<file path="src/rtl/dec_pkg.sv">
// Shared definitions for the register decoder / scanner.
//   mode_e  : 2-bit operating mode encodings (DIRECT, THERMO, SCAN, reserved)
//   state_e : scan controller state (IDLE, SCAN)
package dec_pkg;

  typedef enum logic [1:0] {
    MODE_DIRECT = 2'b00,
    MODE_THERMO = 2'b01,
    MODE_SCAN   = 2'b10,
    MODE_RSVD   = 2'b11
  } mode_e;

  typedef enum logic [0:0] {
    ST_IDLE = 1'b0,
    ST_SCAN = 1'b1
  } state_e;

endpackage

</file>
<file path="src/rtl/dwell_timer.sv">
// Dwell countdown used by the scanner.
//   clk, rst  : clock, synchronous active-high reset
//   start     : load counter and latched dwell from dwell_in (wins over all)
//   clear     : force counter to 0 (latched dwell kept)
//   run       : count down; at 0 reload from the latched dwell
//   dwell_in  : dwell value sampled on start
//   expired   : run is active and the counter is at 0 this cycle
module dwell_timer #(
  parameter int DWELL_W = 4
) (
  input  logic               clk,
  input  logic               rst,
  input  logic               start,
  input  logic               clear,
  input  logic               run,
  input  logic [DWELL_W-1:0] dwell_in,
  output logic               expired
);

  localparam logic [DWELL_W-1:0] CNT_ONE = DWELL_W'(1);

  logic [DWELL_W-1:0] cnt_q, cnt_d;
  logic [DWELL_W-1:0] lat_q, lat_d;

  assign expired = run && (cnt_q == '0);

  // Next counter / latched-dwell values.
  always_comb begin
    cnt_d = cnt_q;
    lat_d = lat_q;
    if (start) begin
      cnt_d = dwell_in;
      lat_d = dwell_in;
    end else if (clear) begin
      cnt_d = '0;
    end else if (run) begin
      if (cnt_q == '0) begin
        cnt_d = lat_q;
      end else begin
        cnt_d = cnt_q - CNT_ONE;
      end
    end else begin
      cnt_d = cnt_q;
    end
  end

  // Counter and latched-dwell registers.
  always_ff @(posedge clk) begin
    if (rst) begin
      cnt_q <= '0;
      lat_q <= '0;
    end else begin
      cnt_q <= cnt_d;
      lat_q <= lat_d;
    end
  end

endmodule

</file>
<file path="src/rtl/reg_decoder_scan.sv">
// Registered N-to-2**N decoder with one-hot, thermometer and scanning modes.
//   clk, rst : clock, synchronous active-high reset
//   en       : enable; low drives out/valid to 0 at the next edge
//   mode     : 00 one-hot, 01 thermometer, 10 scan, 11 reserved
//   in       : decode index, or scan start index
//   load     : starts/restarts a scan (en=1, mode=10)
//   dwell    : cycles-minus-one each scan position is held
//   out      : registered decoded vector
//   valid    : out carries a legal decode
//   step     : pulse when the scan index advances
//   wrap     : pulse when the scan index advances from 2**N-1 to 0
module reg_decoder_scan
  import dec_pkg::*;
#(
  parameter int N       = 3,
  parameter int DWELL_W = 4
) (
  input  logic               clk,
  input  logic               rst,
  input  logic               en,
  input  logic [1:0]         mode,
  input  logic [N-1:0]       in,
  input  logic               load,
  input  logic [DWELL_W-1:0] dwell,
  output logic [2**N-1:0]    out,
  output logic               valid,
  output logic               step,
  output logic               wrap
);

  localparam int          W       = 2**N;
  localparam logic [N-1:0] IDX_MAX = '1;
  localparam logic [N-1:0] IDX_ONE = N'(1);

  function automatic logic [W-1:0] onehot(input logic [N-1:0] sel);
    logic [W-1:0] v;
    v      = '0;
    v[sel] = 1'b1;
    return v;
  endfunction

  function automatic logic [W-1:0] thermo(input logic [N-1:0] sel);
    logic [W-1:0] v;
    for (int i = 0; i < W; i++) begin
      v[i] = (N'(i) <= sel);
    end
    return v;
  endfunction

  state_e         state_q, state_d;
  logic [N-1:0]   idx_q, idx_d;
  logic [W-1:0]   out_q, out_d;
  logic           valid_q, valid_d;
  logic           step_q, step_d;
  logic           wrap_q, wrap_d;
  logic           tmr_start, tmr_clear, tmr_run, tmr_expired;
  logic           scan_ok;
  logic [W-1:0]   plain_out;
  logic           plain_valid;

  assign scan_ok = en && (mode == MODE_SCAN);

  dwell_timer #(.DWELL_W(DWELL_W)) u_timer (
    .clk      (clk),
    .rst      (rst),
    .start    (tmr_start),
    .clear    (tmr_clear),
    .run      (tmr_run),
    .dwell_in (dwell),
    .expired  (tmr_expired)
  );

  // Non-scan decode; SCAN mode outside an active scan decodes to nothing.
  always_comb begin
    plain_out   = '0;
    plain_valid = 1'b0;
    if (en) begin
      case (mode)
        MODE_DIRECT: begin
          plain_out   = onehot(in);
          plain_valid = 1'b1;
        end
        MODE_THERMO: begin
          plain_out   = thermo(in);
          plain_valid = 1'b1;
        end
        default: begin
          plain_out   = '0;
          plain_valid = 1'b0;
        end
      endcase
    end else begin
      plain_out   = '0;
      plain_valid = 1'b0;
    end
  end

  // Scan FSM next state and next registered outputs.
  always_comb begin
    state_d   = state_q;
    idx_d     = idx_q;
    out_d     = plain_out;
    valid_d   = plain_valid;
    step_d    = 1'b0;
    wrap_d    = 1'b0;
    tmr_start = 1'b0;
    tmr_clear = 1'b0;
    tmr_run   = 1'b0;
    case (state_q)
      ST_IDLE: begin
        if (scan_ok && load) begin
          state_d   = ST_SCAN;
          idx_d     = in;
          tmr_start = 1'b1;
          out_d     = onehot(in);
          valid_d   = 1'b1;
        end else begin
          idx_d = '0;
        end
      end
      ST_SCAN: begin
        if (!scan_ok) begin
          state_d   = ST_IDLE;
          idx_d     = '0;
          tmr_clear = 1'b1;
        end else if (load) begin
          // A restart suppresses any expiry that coincides with it.
          idx_d     = in;
          tmr_start = 1'b1;
          out_d     = onehot(in);
          valid_d   = 1'b1;
        end else begin
          tmr_run = 1'b1;
          valid_d = 1'b1;
          if (tmr_expired) begin
            idx_d  = idx_q + IDX_ONE;
            step_d = 1'b1;
            wrap_d = (idx_q == IDX_MAX);
            out_d  = onehot(idx_q + IDX_ONE);
          end else begin
            out_d = onehot(idx_q);
          end
        end
      end
      default: begin
        state_d   = ST_IDLE;
        idx_d     = '0;
        tmr_clear = 1'b1;
      end
    endcase
  end

  // State and output registers.
  always_ff @(posedge clk) begin
    if (rst) begin
      state_q <= ST_IDLE;
      idx_q   <= '0;
      out_q   <= '0;
      valid_q <= 1'b0;
      step_q  <= 1'b0;
      wrap_q  <= 1'b0;
    end else begin
      state_q <= state_d;
      idx_q   <= idx_d;
      out_q   <= out_d;
      valid_q <= valid_d;
      step_q  <= step_d;
      wrap_q  <= wrap_d;
    end
  end

  assign out   = out_q;
  assign valid = valid_q;
  assign step  = step_q;
  assign wrap  = wrap_q;

endmodule

</file>
<file path="config.mk">
export PLATFORM = sky130hd
export DESIGN_NAME = reg_decoder_scan
export DESIGN_NICKNAME = d
export VERILOG_FILES = /design/src/rtl/dec_pkg.sv /design/src/rtl/dwell_timer.sv /design/src/rtl/reg_decoder_scan.sv
export SDC_FILE = /design/constraint.sdc
export NUM_CORES = 1
export LEC_CHECK = 0
export ABC_AREA = 1
export CAP_MARGIN = 20
export CORE_ASPECT_RATIO = 1.5
export CORE_UTILIZATION = 50
export CTS_CLUSTER_SIZE = 40
export DETAILED_ROUTE_END_ITERATION = 7
export GPL_TIMING_DRIVEN = 1
export MAX_ROUTING_LAYER = met4
export PLACE_DENSITY = 0.75
export SLEW_MARGIN = 30
export SYNTH_ARGS = -nofsm -noshare
export SYNTH_HDL_FRONTEND = slang
export SYNTH_HIERARCHICAL = 1
export SYNTH_SLANG_ARGS = --single-unit
</file>
<file path="constraint.sdc">
create_clock -name clk -period 2.57 [get_ports clk]
set_clock_uncertainty 0.2 [all_clocks]
set_input_delay 0.514 -clock clk [delete_from_list [all_inputs] [get_ports clk]]
set_output_delay 0.514 -clock clk [all_outputs]
set_load 0.05 [all_outputs]
</file>
# ---- After elaboration in Yosys (flattened, before gate mapping)
# Cells that the tools add are included.
dict set report word_totals {
  output_inout_bits 11
  wordCells 82
  inputBits 13
  reg_bits 23
}
dict set report op_classes {
  addsub 2
  n_mux 39
  bitwise 3
  reduce_logical 12
  eq_ne 4
  order_cmp 14
}
# operator n
set ops {}
lappend ops {{8-bit 2-to-1 mux} 5}
lappend ops {{8-bit one-hot mux with 2 select lines} 2}
lappend ops {{1-bit 2-to-1 mux} 17}
lappend ops {{4-bit 2-to-1 mux} 4}
lappend ops {{3-bit <= comparator (first input constant)} 4}
lappend ops {{3-bit by 4-bit less-than comparator with 1-bit output (second input constant)} 3}
lappend ops {{3-bit 2-to-1 mux} 4}
lappend ops {{1-bit demux with 3-bit select} 3}
lappend ops {{3-bit by 1-bit greater-or-equal comparator with 1-bit output (second input constant)} 3}
lappend ops {{1-bit by 3-bit <= comparator with 1-bit output (first input constant)} 2}
lappend ops {{2-bit by 3-bit <= comparator with 1-bit output (first input constant)} 2}
lappend ops {{1-bit logical AND} 6}
lappend ops {{1-bit one-hot mux with 2 select lines} 3}
lappend ops {{3-bit one-hot mux with 2 select lines} 1}
lappend ops {{5-bit OR reduction} 1}
lappend ops {{4-bit logical NOT} 1}
lappend ops {{4-bit != test (second input constant)} 1}
lappend ops {{4-bit OR reduction} 1}
lappend ops {{4-bit by 1-bit subtractor with 4-bit output (second input constant)} 1}
lappend ops {{3-bit by 1-bit adder with 3-bit output (second input constant)} 1}
lappend ops {{3-bit equality test (second input constant)} 1}
lappend ops {{1-bit NOT} 3}
lappend ops {{3-bit nonzero test} 1}
lappend ops {{2-bit by 1-bit equality test with 1-bit output (second input constant)} 1}
lappend ops {{3 further kinds} 3}

# ---- Longest topological paths before layout
dict set report depth {
  depth_word 9
  ltp_mapped 14
  ltp_nobuf 13
}

# ---- Hierarchy
# The synthesis kept the hierarchy.
# module n_inst area_per_inst_um2 seq_area_each_um2 cells_each
set modules_own_cells {}
lappend modules_own_cells {reg_decoder_scan 1 969.7 300.3 166}
lappend modules_own_cells {dwell_timer 1 481.7 160.2 73}

# ---- Least setup slack after synthesis
# No wires, ideal clock.
dict set report synth_path {
  kind {input to register}
  start {input port mode[0]}
  end {register idx_q[1]}
  setup_time_ns 0.110
  path_slack_ns 0.456
  path_stages 12
  required_time_ns 2.260
  t_arrival_ns 1.804
  path_buffers 1
  path_cell_list {inv_2 -> nand4_1 -> nor2_4 -> inv_1 -> nor2_1 -> buf_2 -> inv_1 -> or2_2 -> nand2_1 -> nand2_1 -> inv_1 -> nor2_1}
}
dict set report synth_between {
  elab_chain_len 6
  word_cells_on_any_way 10
  cone_classes {eq/ne: 2; mux: 5; reduce/logical: 3}
}
# element line_no
set synth_lines {}
lappend synth_lines {{start, declared} reg_decoder_scan.sv:21} ;# input logic [1:0] mode,
lappend synth_lines {{2-bit equality test} reg_decoder_scan.sv:61} ;# assign scan_ok = en && (mode == MODE_SCAN);
lappend synth_lines {{1-bit logical AND} reg_decoder_scan.sv:61}
lappend synth_lines {{1-bit 2-to-1 mux} reg_decoder_scan.sv:122} ;# if (!scan_ok) begin
lappend synth_lines {{1-bit 2-to-1 mux} reg_decoder_scan.sv:109} ;# case (state_q)
lappend synth_lines {{named net tmr_run} reg_decoder_scan.sv:56} ;# logic tmr_start, tmr_clear, tmr_run, tmr_expired;
lappend synth_lines {{1-bit logical AND} dwell_timer.sv:25} ;# assign expired = run && (cnt_q == '0);
lappend synth_lines {{named net tmr_expired} reg_decoder_scan.sv:56}
lappend synth_lines {{4-bit != test (no line)} -}
lappend synth_lines {{end signal, assigned} reg_decoder_scan.sv:164} ;# idx_q <= idx_d;
lappend synth_lines {{end, declared} reg_decoder_scan.sv:51} ;# logic [N-1:0] idx_q, idx_d;
# The timed path passes the listed nets, and every way through them passes these cells.
# A chain may end at the register's enable or synchronous reset.

# ---- Worst setup path in the final report
dict set report layout_path {
  start {input port mode[0]}
  end {register u_timer.cnt_q[3]}
}
dict set report layout_between {
  elab_chain_len 6
  word_cells_on_any_way 13
  cone_classes {eq/ne: 1; mux: 9; reduce/logical: 3}
}
# element line_no
set layout_lines {}
lappend layout_lines {{2-bit equality test *} reg_decoder_scan.sv:61}
lappend layout_lines {{1-bit logical AND *} reg_decoder_scan.sv:61}
lappend layout_lines {{1-bit 2-to-1 mux *} reg_decoder_scan.sv:122}
lappend layout_lines {{1-bit 2-to-1 mux *} reg_decoder_scan.sv:109}
lappend layout_lines {{named net tmr_clear} reg_decoder_scan.sv:56}
lappend layout_lines {{4-bit 2-to-1 mux} dwell_timer.sv:34} ;# end else if (clear) begin
lappend layout_lines {{4-bit 2-to-1 mux} dwell_timer.sv:31} ;# if (start) begin
lappend layout_lines {{end signal, assigned} dwell_timer.sv:53} ;# cnt_q <= cnt_d;
lappend layout_lines {{end, declared} dwell_timer.sv:22} ;# logic [DWELL_W-1:0] cnt_q, cnt_d;
# Mark *: on every way through the listed nets, which the timed path passes. The rest lies on a longest branch.

==> key figures <==
Setup path
  – R2r setup slk: 0.47 ns
  – Critical Path RT: between 2 and 3 ns
  – Critical Path End Type: register
  – Worst-path fanout max: 7
  – CP startpoint kind: primary input
  – CP Data Arrival Time: ~2.2 ns
  – Critical path class: in -> reg

STA
  – Final setup TNS: 0 ns
  – Worst-Margin Slew: just over 0.5 ns
  – Slew HR: 0.654
  – RSZ-0062 raised after global routing: false
  – Slew Viols, Final: 0
  – Fmax: about 0.45 GHz
  – Period utilization: 0.863
  – Final Hold Fails: 0
  – WHS: about 0.26 ns
  – Setup-failing EPs final: 0
  – Final min period: between 2 and 2.5 ns

Logic synthesis
  – Adder and majority cell fraction of the synthesized area: 0.0345
  – Synth Area in Compound Gates: 0.115
  – Synth Instances: about 240
  – Yosys reg bits: 23
  – Cell area after synthesis: about 1500 µm²
  – Mux cell area share after synthesis: 0
  – Synth Area in Simple Gates: 0.433
  – Synth unique cells: 21
  – Largest family of logic cells by synthesized area: simple AND/OR/NAND/NOR gates
  – Synth Area in XOR/XNOR: 0
  – Syn Nets: between 200 and 300
  – Sequential fraction of the synthesis area: 0.317
  – Mean Syn Cell Area: around 6.1 µm²
  – Yosys warns: 6

Clocking
  – CTS H-tree depth: 1
  – Setup Buffers After CTS: 0
  – CTS Sinks: 23
  – Cts repair resizes: 0
  – Clk Latency, worst-skew pair: about 0.26 ns
  – Clk root buf: clkbuf_8
  – CTS tree: built
  – Hold-fix buffers at CTS: 0
  – Worst-path clk slew: roughly 0.08 ns
  – CTS Buffer Depth: 2
  – CTS buffer count: 3

Global route
  – Initial antenna violation count: 0
  – Total gr overflow: 0
  – Largest net degree at the start of global routing: 14
  – First-pass GRT wire length: slightly below 6000 µm
  – Total track usage: 0.264
  – Vias in the first global route: approximately 1,400

Status
  – Outcome: complete, no violations

Power and ir drop
  – Power Density: 410 nW/µm²
  – Leak: 0.826 nW
  – Peak supply drop: between 0.0002 and 0.00025 V

Routing
  – Via Count: around 1,600
  – Final ANT Viol Nets: 0
  – Pre-antenna DRT Iters: 4
  – Total Wirelength: between 3000 and 4000 µm
  – Drt drc: 0
  – Vias per cell: 5.15
  – Drt wl/cell: about 12 µm
  – DR iter-0 viols: 56

Hold path
  – HP Class: reg -> reg

Die
  – Row count: 23
  – Ports: 24
  – Die H: about 70 µm
  – Die W: roughly 46 µm
  – Initial Util: 0.537
  – Core ar.: 2710 µm²
  – Die ar.: roughly 3100 µm²

Final layout
  – Area delta synth->final: 25.1%
  – Ant. Diodes: 0
  – Filler cell count: around 260
  – Nets@finish: about 290
  – Layout cells sized above 1: 0.0812

Place
  – Detail Placement HPWL: slightly below 3000 µm
  – Placer Congestion: between 1 and 1.5
  – Port-buffer cells: 23

Flow run
  – Max Cap Viol: 0
-- per-stage QoR --
step	area, µm²	worst slack [ns]	util	power (mW)	cells
floorplan	1450	0.456	-	0.472	239
global placement	1770	0.0931	0.654	0.532	304
detailed placement	1770	0.0758	0.654	0.533	304
CTS	1820	0.357	0.671	0.758	308
global route	1820	0.199	0.671	0.784	308
finish	1820	0.353	0.671	0.745	308
-- cell families after synthesis --
family	Yosys count
AO/OA/AOI/OAI	32
buffers and inverters	36
adder cells (fa/ha/maj)	4
flip-flops	23
AND/OR/NAND/NOR	144
-- worst max-delay path, cell delays in order --
cell,delay (ns)
clkdlybuf4s50_1,0.51
inv_2,0.05
buf_4,0.15
nand3_1,0.15
inv_1,0.07
nor2_1,0.29
nor2_8,0.07
nand2_4,0.09
inv_1,0.07
a21oi_1,0.15
a21oi_1,0.08
-- layout by cell type, fill, tap and decap left out --
cell type         n
a21oi_1          21
buf_4             9
clkbuf_8          3
clkdlybuf4s50_1  23
clkinv_2          1
dfxtp_1          23
ha_1              4
inv_1            29
inv_2             3
nand2_1          82
nand2_4           1
nand3_1          21
nand3b_1          1
nand4_1           3
nor2_1           31
nor2_4            2
nor2_8            1
nor3b_2           1
o211ai_1          1
o21ai_0           8
o21bai_1          1
o22ai_1           1
or2_2             1
-- registers in the layout, indices dropped and copies added, names as in the netlist --
name	flops
valid	1
idx_q	3
u_timer/cnt_q	4
state_q	1
out	8
wrap	1
u_timer/lat_q	4
step	1
-- metal layers --
metal	global-route usage	vias up	routed length, µm
met3	0.0185	13	139
li1	-	820	-
met4	0.154	0	116
met5	-	-	0
met2	0.481	51	1980
met1	0.262	702	1390
-- cell type report --
cell class                      instances  area [µm²]  share of cell area
Sequential cell                        23         460               0.254
Multi-Input combinational cell        180         845               0.465
Inverter                               32         120              0.0662
Clock buffer                            3        41.3              0.0227
Tap cell                               37        46.3              0.0255
Clock inverter                          1        5.00             0.00276
Timing Repair Buffer                   32         298               0.164
-- synthesized netlist by cell type --
| cell type | n | area (µm²) |
|---|---|---|
| nor3b_2 | 1 | 12.5 |
| nand2_1 | 82 | 308 |
| o21bai_1 | 1 | 7.51 |
| nor2_1 | 31 | 116 |
| a21oi_1 | 21 | 105 |
| nand3_1 | 21 | 105 |
| nor2_8 | 1 | 20.0 |
| inv_1 | 29 | 109 |
| or2_2 | 1 | 6.26 |
| nor2_4 | 2 | 22.5 |
| buf_6 | 1 | 11.3 |
| dfxtp_1 | 23 | 460 |
| nand3b_1 | 1 | 7.51 |
| ha_1 | 4 | 50.1 |
| o22ai_1 | 1 | 6.26 |
| nand2_4 | 1 | 11.3 |
| o21ai_0 | 8 | 40.0 |
| buf_2 | 3 | 15.0 |
| nand4_1 | 3 | 18.8 |
| o211ai_1 | 1 | 7.51 |
| inv_2 | 3 | 11.3 |
-- where the power goes --
part | internal (mW) | switching, mW | total, mW
clock network | 0.108 | 0.112 | 0.220
logic | 0.0597 | 0.0924 | 0.152
registers | 0.366 | 0.00661 | 0.373
-- worst paths after layout --
kind                                       start          endpoint  depth (start not counted)
worst max-delay path                     mode[0]  u_timer/cnt_q[3]                         11
worst max register to register  u_timer/cnt_q[0]            out[7]                         10
worst min-delay path            u_timer/lat_q[3]  u_timer/lat_q[3]                          2
worst min register to register  u_timer/lat_q[3]  u_timer/lat_q[3]                          2
Power figures use the tool's default switching activity.
